File: src/rtl/conv_pixel_packer_if.sv
`default_nettype none
// ============================================================================
// conv_pixel_packer_if : sample-in / packed-word-out stream bundle
// Rev 1.0
// ============================================================================
interface conv_pixel_packer_if;
  logic        in_valid;
  logic        in_ready;
  logic [15:0] in_data;
  logic        in_last;
  logic [3:0]  shift;
  logic        out_valid;
  logic        out_ready;
  logic [31:0] out_data;
  logic [3:0]  out_keep;
  logic        out_last;

  modport master (
    output in_valid, in_data, in_last, shift, out_ready,
    input  in_ready, out_valid, out_data, out_keep, out_last
  );

  modport slave (
    input  in_valid, in_data, in_last, shift, out_ready,
    output in_ready, out_valid, out_data, out_keep, out_last
  );
endinterface
`default_nettype wire

File: src/rtl/conv_pixel_packer.sv
`default_nettype none
// ============================================================================
// conv_pixel_packer : shift/clip 16-bit conv results to 8-bit pixels, pack 4/word
// Rev 1.0
// ============================================================================
module conv_pixel_packer #(
  parameter int SAT_CNT_W = 16
) (
  input  logic                 clk,
  input  logic                 rst,
  conv_pixel_packer_if.slave   bus,
  output logic [SAT_CNT_W-1:0] sat_count
);

  localparam logic [SAT_CNT_W-1:0] SAT_ONE = {{(SAT_CNT_W-1){1'b0}}, 1'b1};

  logic [1:0]           fill_q,      fill_d;
  logic [23:0]          pack_q,      pack_d;
  logic                 out_valid_q, out_valid_d;
  logic [31:0]          out_data_q,  out_data_d;
  logic [3:0]           out_keep_q,  out_keep_d;
  logic                 out_last_q,  out_last_d;
  logic [SAT_CNT_W-1:0] sat_q,       sat_d;

  logic                 in_ready;
  logic                 accept;
  logic                 complete;
  logic signed [15:0]   shifted;
  logic                 clip_lo;
  logic                 clip_hi;
  logic [7:0]           pixel;
  logic [31:0]          merged;
  logic [3:0]           keep_new;

  always_comb begin
    in_ready = !out_valid_q || bus.out_ready;
    accept   = bus.in_valid && in_ready;
    complete = accept && ((fill_q == 2'd3) || bus.in_last);
    shifted  = $signed(bus.in_data) >>> bus.shift;
    clip_lo  = shifted[15];
    clip_hi  = !shifted[15] && (|shifted[14:8]);
    pixel    = clip_lo ? 8'h00 : (clip_hi ? 8'hFF : shifted[7:0]);
    // Bytes above fill_q in pack_q are always zero, so OR-ing in the pixel is safe
    merged   = {8'h00, pack_q} | ({24'h000000, pixel} << {fill_q, 3'b000});
    case (fill_q)
      2'd0:    keep_new = 4'b0001;
      2'd1:    keep_new = 4'b0011;
      2'd2:    keep_new = 4'b0111;
      default: keep_new = 4'b1111;
    endcase
  end

  always_comb begin
    fill_d      = fill_q;
    pack_d      = pack_q;
    out_valid_d = out_valid_q;
    out_data_d  = out_data_q;
    out_keep_d  = out_keep_q;
    out_last_d  = out_last_q;
    sat_d       = sat_q;

    if (out_valid_q && bus.out_ready) begin
      out_valid_d = 1'b0;
    end

    if (complete) begin
      out_valid_d = 1'b1;
      out_data_d  = merged;
      out_keep_d  = keep_new;
      out_last_d  = bus.in_last;
      fill_d      = 2'd0;
      pack_d      = 24'h000000;
    end else if (accept) begin
      pack_d = merged[23:0];
      fill_d = fill_q + 2'd1;
    end

    if (accept && (clip_lo || clip_hi) && !(&sat_q)) begin
      sat_d = sat_q + SAT_ONE;
    end
  end

  always_ff @(posedge clk) begin
    if (rst) begin
      fill_q      <= 2'd0;
      pack_q      <= 24'h000000;
      out_valid_q <= 1'b0;
      out_data_q  <= 32'h00000000;
      out_keep_q  <= 4'h0;
      out_last_q  <= 1'b0;
      sat_q       <= '0;
    end else begin
      fill_q      <= fill_d;
      pack_q      <= pack_d;
      out_valid_q <= out_valid_d;
      out_data_q  <= out_data_d;
      out_keep_q  <= out_keep_d;
      out_last_q  <= out_last_d;
      sat_q       <= sat_d;
    end
  end

  assign bus.in_ready  = in_ready;
  assign bus.out_valid = out_valid_q;
  assign bus.out_data  = out_data_q;
  assign bus.out_keep  = out_keep_q;
  assign bus.out_last  = out_last_q;
  assign sat_count     = sat_q;

endmodule
`default_nettype wire
File: src/flat_wrapper.sv
// flat-port wrapper written by rule: the top's interface ports become plain ports
module conv_pixel_packer_flat 
#(
  parameter int SAT_CNT_W = 16
)
  (clk, rst, sat_count, bus_in_valid, bus_in_data, bus_in_last, bus_shift, bus_out_ready, bus_in_ready, bus_out_valid, bus_out_data, bus_out_keep, bus_out_last);
  conv_pixel_packer_if bus_i ();
  input  logic clk;
  input  logic rst;
  output logic [SAT_CNT_W-1:0] sat_count;
  input wire logic [$bits(bus_i.in_valid)-1:0] bus_in_valid;
  input wire logic [$bits(bus_i.in_data)-1:0] bus_in_data;
  input wire logic [$bits(bus_i.in_last)-1:0] bus_in_last;
  input wire logic [$bits(bus_i.shift)-1:0] bus_shift;
  input wire logic [$bits(bus_i.out_ready)-1:0] bus_out_ready;
  output wire logic [$bits(bus_i.in_ready)-1:0] bus_in_ready;
  output wire logic [$bits(bus_i.out_valid)-1:0] bus_out_valid;
  output wire logic [$bits(bus_i.out_data)-1:0] bus_out_data;
  output wire logic [$bits(bus_i.out_keep)-1:0] bus_out_keep;
  output wire logic [$bits(bus_i.out_last)-1:0] bus_out_last;
  assign bus_i.in_valid = bus_in_valid;
  assign bus_i.in_data = bus_in_data;
  assign bus_i.in_last = bus_in_last;
  assign bus_i.shift = bus_shift;
  assign bus_i.out_ready = bus_out_ready;
  assign bus_in_ready = bus_i.in_ready;
  assign bus_out_valid = bus_i.out_valid;
  assign bus_out_data = bus_i.out_data;
  assign bus_out_keep = bus_i.out_keep;
  assign bus_out_last = bus_i.out_last;
  conv_pixel_packer #(.SAT_CNT_W(SAT_CNT_W)) u_core (.clk(clk), .rst(rst), .bus(bus_i), .sat_count(sat_count));
endmodule
File: config.mk
export PLATFORM = sky130hd
export DESIGN_NAME = conv_pixel_packer_flat
export DESIGN_NICKNAME = d
export VERILOG_FILES = /design/src/rtl/conv_pixel_packer_if.sv /design/src/rtl/conv_pixel_packer.sv /design/src/flat_wrapper.sv
export SDC_FILE = /design/constraint.sdc
export NUM_CORES = 1
export LEC_CHECK = 0
export ABC_AREA = 0
export BUFFER_PORTS_ARGS = -buffer_cell sky130_fd_sc_hd__buf_2
export CORE_MARGIN = 2
export CORE_UTILIZATION = 56
export DETAILED_ROUTE_END_ITERATION = 6
export PLACE_DENSITY = 0.77
export SYNTH_ARGS = -nofsm -noshare
export SYNTH_HDL_FRONTEND = slang
export SYNTH_SLANG_ARGS = --single-unit
File: constraint.sdc
create_clock -name clk -period 2.5 [get_ports clk]
set_input_delay 0.25 -clock clk [delete_from_list [all_inputs] [get_ports clk]]
set_output_delay 0.25 -clock clk [all_outputs]
set_load 0.05 [all_outputs]
==> results.tsv <==
stage	metric	value	unit
min_path	worstHoldPathType	in2reg	
setup_path	slowest_delay	0.59	ns
cts	cts_resized	0	
grt	grt_max_degree	46	
run_status	outcome	finished clean	
sta	setup_viol	0	
cts	cts_buffers	9	
sta	finalCritPeriodShare	0.875	
route	routed_wl	10700	um
floorplan	io_pins	80	
grt	overflow	0	
sta	hold_viol	0	
synth	synth-seq-cells	80	
cts	cts_tree	done	
cts	cts_buffer_depth	2	
floorplan	fp.dieArea	0.00828	mm^2
setup_path	cp.arrival	2.50	ns
placement	io_buffer_count	79	
sta	clock_skew	0.00982	ns
placement	dp_hpwl	7910	um
synth	synthMuxAreaShare	0.127	
sta	drv_slew	0	
sta	holdWs	0.198	ns
placement	pre_cts_ws	0.0272	ns
cts	hold_buffers	0	
synth	synth_nets	485	
route	ant_nets	0	
route	via_per_inst	6.13	
job	max-cap-violations	0	
cts	h-tree-depth	3	
floorplan	core.rowCount	31	
floorplan	die_height	91.0	um
layout	design_area	0.00498	mm^2
pwr	p_total	0.00284	W
placement	place.gp.congestion	0.910	
synth	synth_compound_area_frac	0.229	
synth	async_flop_share	0	
sta	setup_tns	0	ns
sta	min_period	2.19	ns
layout	final_layout_size_suffix_gt1_frac	0.314	
pwr	leakagePower	2.05	nW
setup_path	criticalPathCategory	reg2reg	
layout	antenna_cells	0	
grt	grt_pass1_wl	17600	um
synth	avgSynthCellArea	9.31	um^2
setup_path	critPathSlowestCell	nor3_1	
route	vias	3944	
route	wl_per_cell	16.7	um
setup_path	timing.critical_path.buf_inv	1	
cts	cts_sinks	80	
route	drt_iter0_markers	223	
grt	antenna_found_initial	0	
synth	synth_top_flop_cell	dfxtp_1	
synth	yosysSeqAreaShare	0.378	
grt	grt_usage	0.262	
cts	insertion_delay	0.36	ns
sta	setup_ws	0.311	ns
placement	placed_area	0.00480	mm^2
pwr	power.density	569	mW/mm^2
sta	rsz0062_at_grt	false	
synth	synth_top_family_by_area	compound AO/OA/AOI/OAI gates	
sta	max_freq	457	MHz
route	first_pass_iters	4	
setup_path	cp-end-kind	flip-flop	
cts	clkTransAtPathRegs	0.09	ns
floorplan	die_w	91.0	um
setup_path	cp.required	2.81	ns
synth	yosysWarningCount	0	
sta	slew_headroom	0.496	
setup_path	path_max_fanout	10	
setup_path	cp-start-kind	flip-flop	
cts	root_buffer	clkbuf_8	
synth	synth_xor_area_frac	0.00207	
floorplan	core_area	0.00729	mm^2
grt	grt_pass1_vias	3584	
setup_path	path_cells	ha_1, o21ai_2, buf_4, nor3_1, and2_1, a22o_1	
sta	worstMarginPinSlew	0.751	ns
layout	nets	569	
layout	syn2layout_area_growth	17.7	%
pwr	irDropWorstVdd	0.000378	V
synth	yosys.area_share.adder	0.0148	
floorplan	initial_utilization	0.581	
synth	netlist_instances	455	
route	route.detailed.drc	0	
synth	syn_area	0.00424	mm^2
setup_path	path_delay_family	simple AND/OR/NAND/NOR gates	
synth	yosys.area_share.simple	0.202	
synth	synth_edf_count	0	
cts	cts_setup_buffers	0	
synth	synth_cell_types	62	
## layout make-up
class,instances,area (um^2)
Clock buffer,10,138
Timing Repair Buffer,104,596
Tap cell,99,124
Fill cell,646,2310
Inverter,8,30.0
Clock inverter,6,51.3
Sequential cell,80,1600
Multi-Input combinational cell,336,2440
## cells by family after synthesis
| logic type | count (synthesis) |
|---|---|
| AOI/OAI and AO/OA | 120 |
| adders and majority gates | 5 |
| buffers and inverters | 39 |
| and+or+nand+nor | 175 |
| DFF | 80 |
| xor gates and xnor gates | 1 |
| muxes | 35 |
## flip-flops by register name, summed over array words and instances (netlist names)
signal,cells
u_core.fill_q,2
u_core.bus.out_last,1
u_core.bus.out_keep,4
u_core.pack_q,24
u_core.sat_count,16
u_core.bus.out_valid,1
u_core.bus.out_data,32
## cell usage after synthesis (all sizes together), types with 6 or more instances
master,count,area (um^2)
inv,7,26.3
o21ai,15,101
a21oi,21,131
mux2i,17,178
nand2b,10,62.6
or3,8,50.1
nor2,46,178
nand3,6,35.0
a211oi,16,138
and3,7,43.8
nor3,30,150
o22ai,7,43.8
mux4,14,315
nand2,40,150
buf,11,93.8
nand4,9,56.3
clkbuf,20,75.1
dfxtp,80,1600
o21a,8,60.1
a22o,18,158
## where the power goes
| group | switching, W | internal [W] | leakage, nW |
|---|---|---|---|
| clock network | 0.000515 | 0.000399 | 0.0870 |
| logic | 0.000377 | 0.000199 | 1.31 |
| registers | 0.0000306 | 0.00132 | 0.650 |
| total | 0.000922 | 0.00191 | 2.05 |
## final timing paths
kind	to	slack, ns	cells after the start	start
hold reg to reg	u_core.bus.out_data[26]	0.45	2	u_core.bus.out_data[26]
setup reg to reg	u_core.bus.out_data[24]	0.31	6	u_core.fill_q[1]
hold / removal	u_core.bus.out_last	0.20	3	bus_in_last
setup / recovery	u_core.bus.out_data[24]	0.31	6	u_core.fill_q[1]
## per-stage QoR
stage	utilization	cells
global route	0.684	643
floorplan	-	455
finish	0.684	643
CTS	0.684	643
detailed placement	0.658	627
global placement	0.658	627
## routing by layer
layer | wire length (um) | track usage
met2 | 4960 | 0.406
met1 | 4780 | 0.365
met5 | 0 | 0
met4 | 252 | 0.102
met3 | 748 | 0.0448
## tightest hold or removal path, stage by stage
cell     delay, ns
buf_2         0.11
a22oi_1       0.08
nor2_1        0.08
## layout by cell type (no fill, tap or decap), types with 4 or more instances in the layout
| cell | instances |
|---|---|
| dfxtp_1 | 80 |
| buf_2 | 79 |
| nor2_1 | 43 |
| nand2_1 | 40 |
| nor3_1 | 30 |
| buf_4 | 24 |
| a22o_1 | 18 |
| mux2i_1 | 15 |
| mux4_2 | 14 |
| a211oi_1 | 14 |
| a21oi_1 | 14 |
| clkbuf_8 | 10 |
| nand2b_1 | 9 |
| nand4_1 | 9 |
| o21ai_2 | 8 |
| o21a_1 | 8 |
| or3_1 | 8 |
| inv_1 | 7 |
| o21ai_0 | 7 |
| and3_1 | 7 |
| o22ai_1 | 7 |
| a21oi_2 | 7 |
| and2_1 | 5 |
| nand3_1 | 5 |
| nor4_1 | 5 |
| ha_1 | 5 |
| mux2_2 | 4 |
| nor2b_1 | 4 |
(Power assumes the default switching activity.)
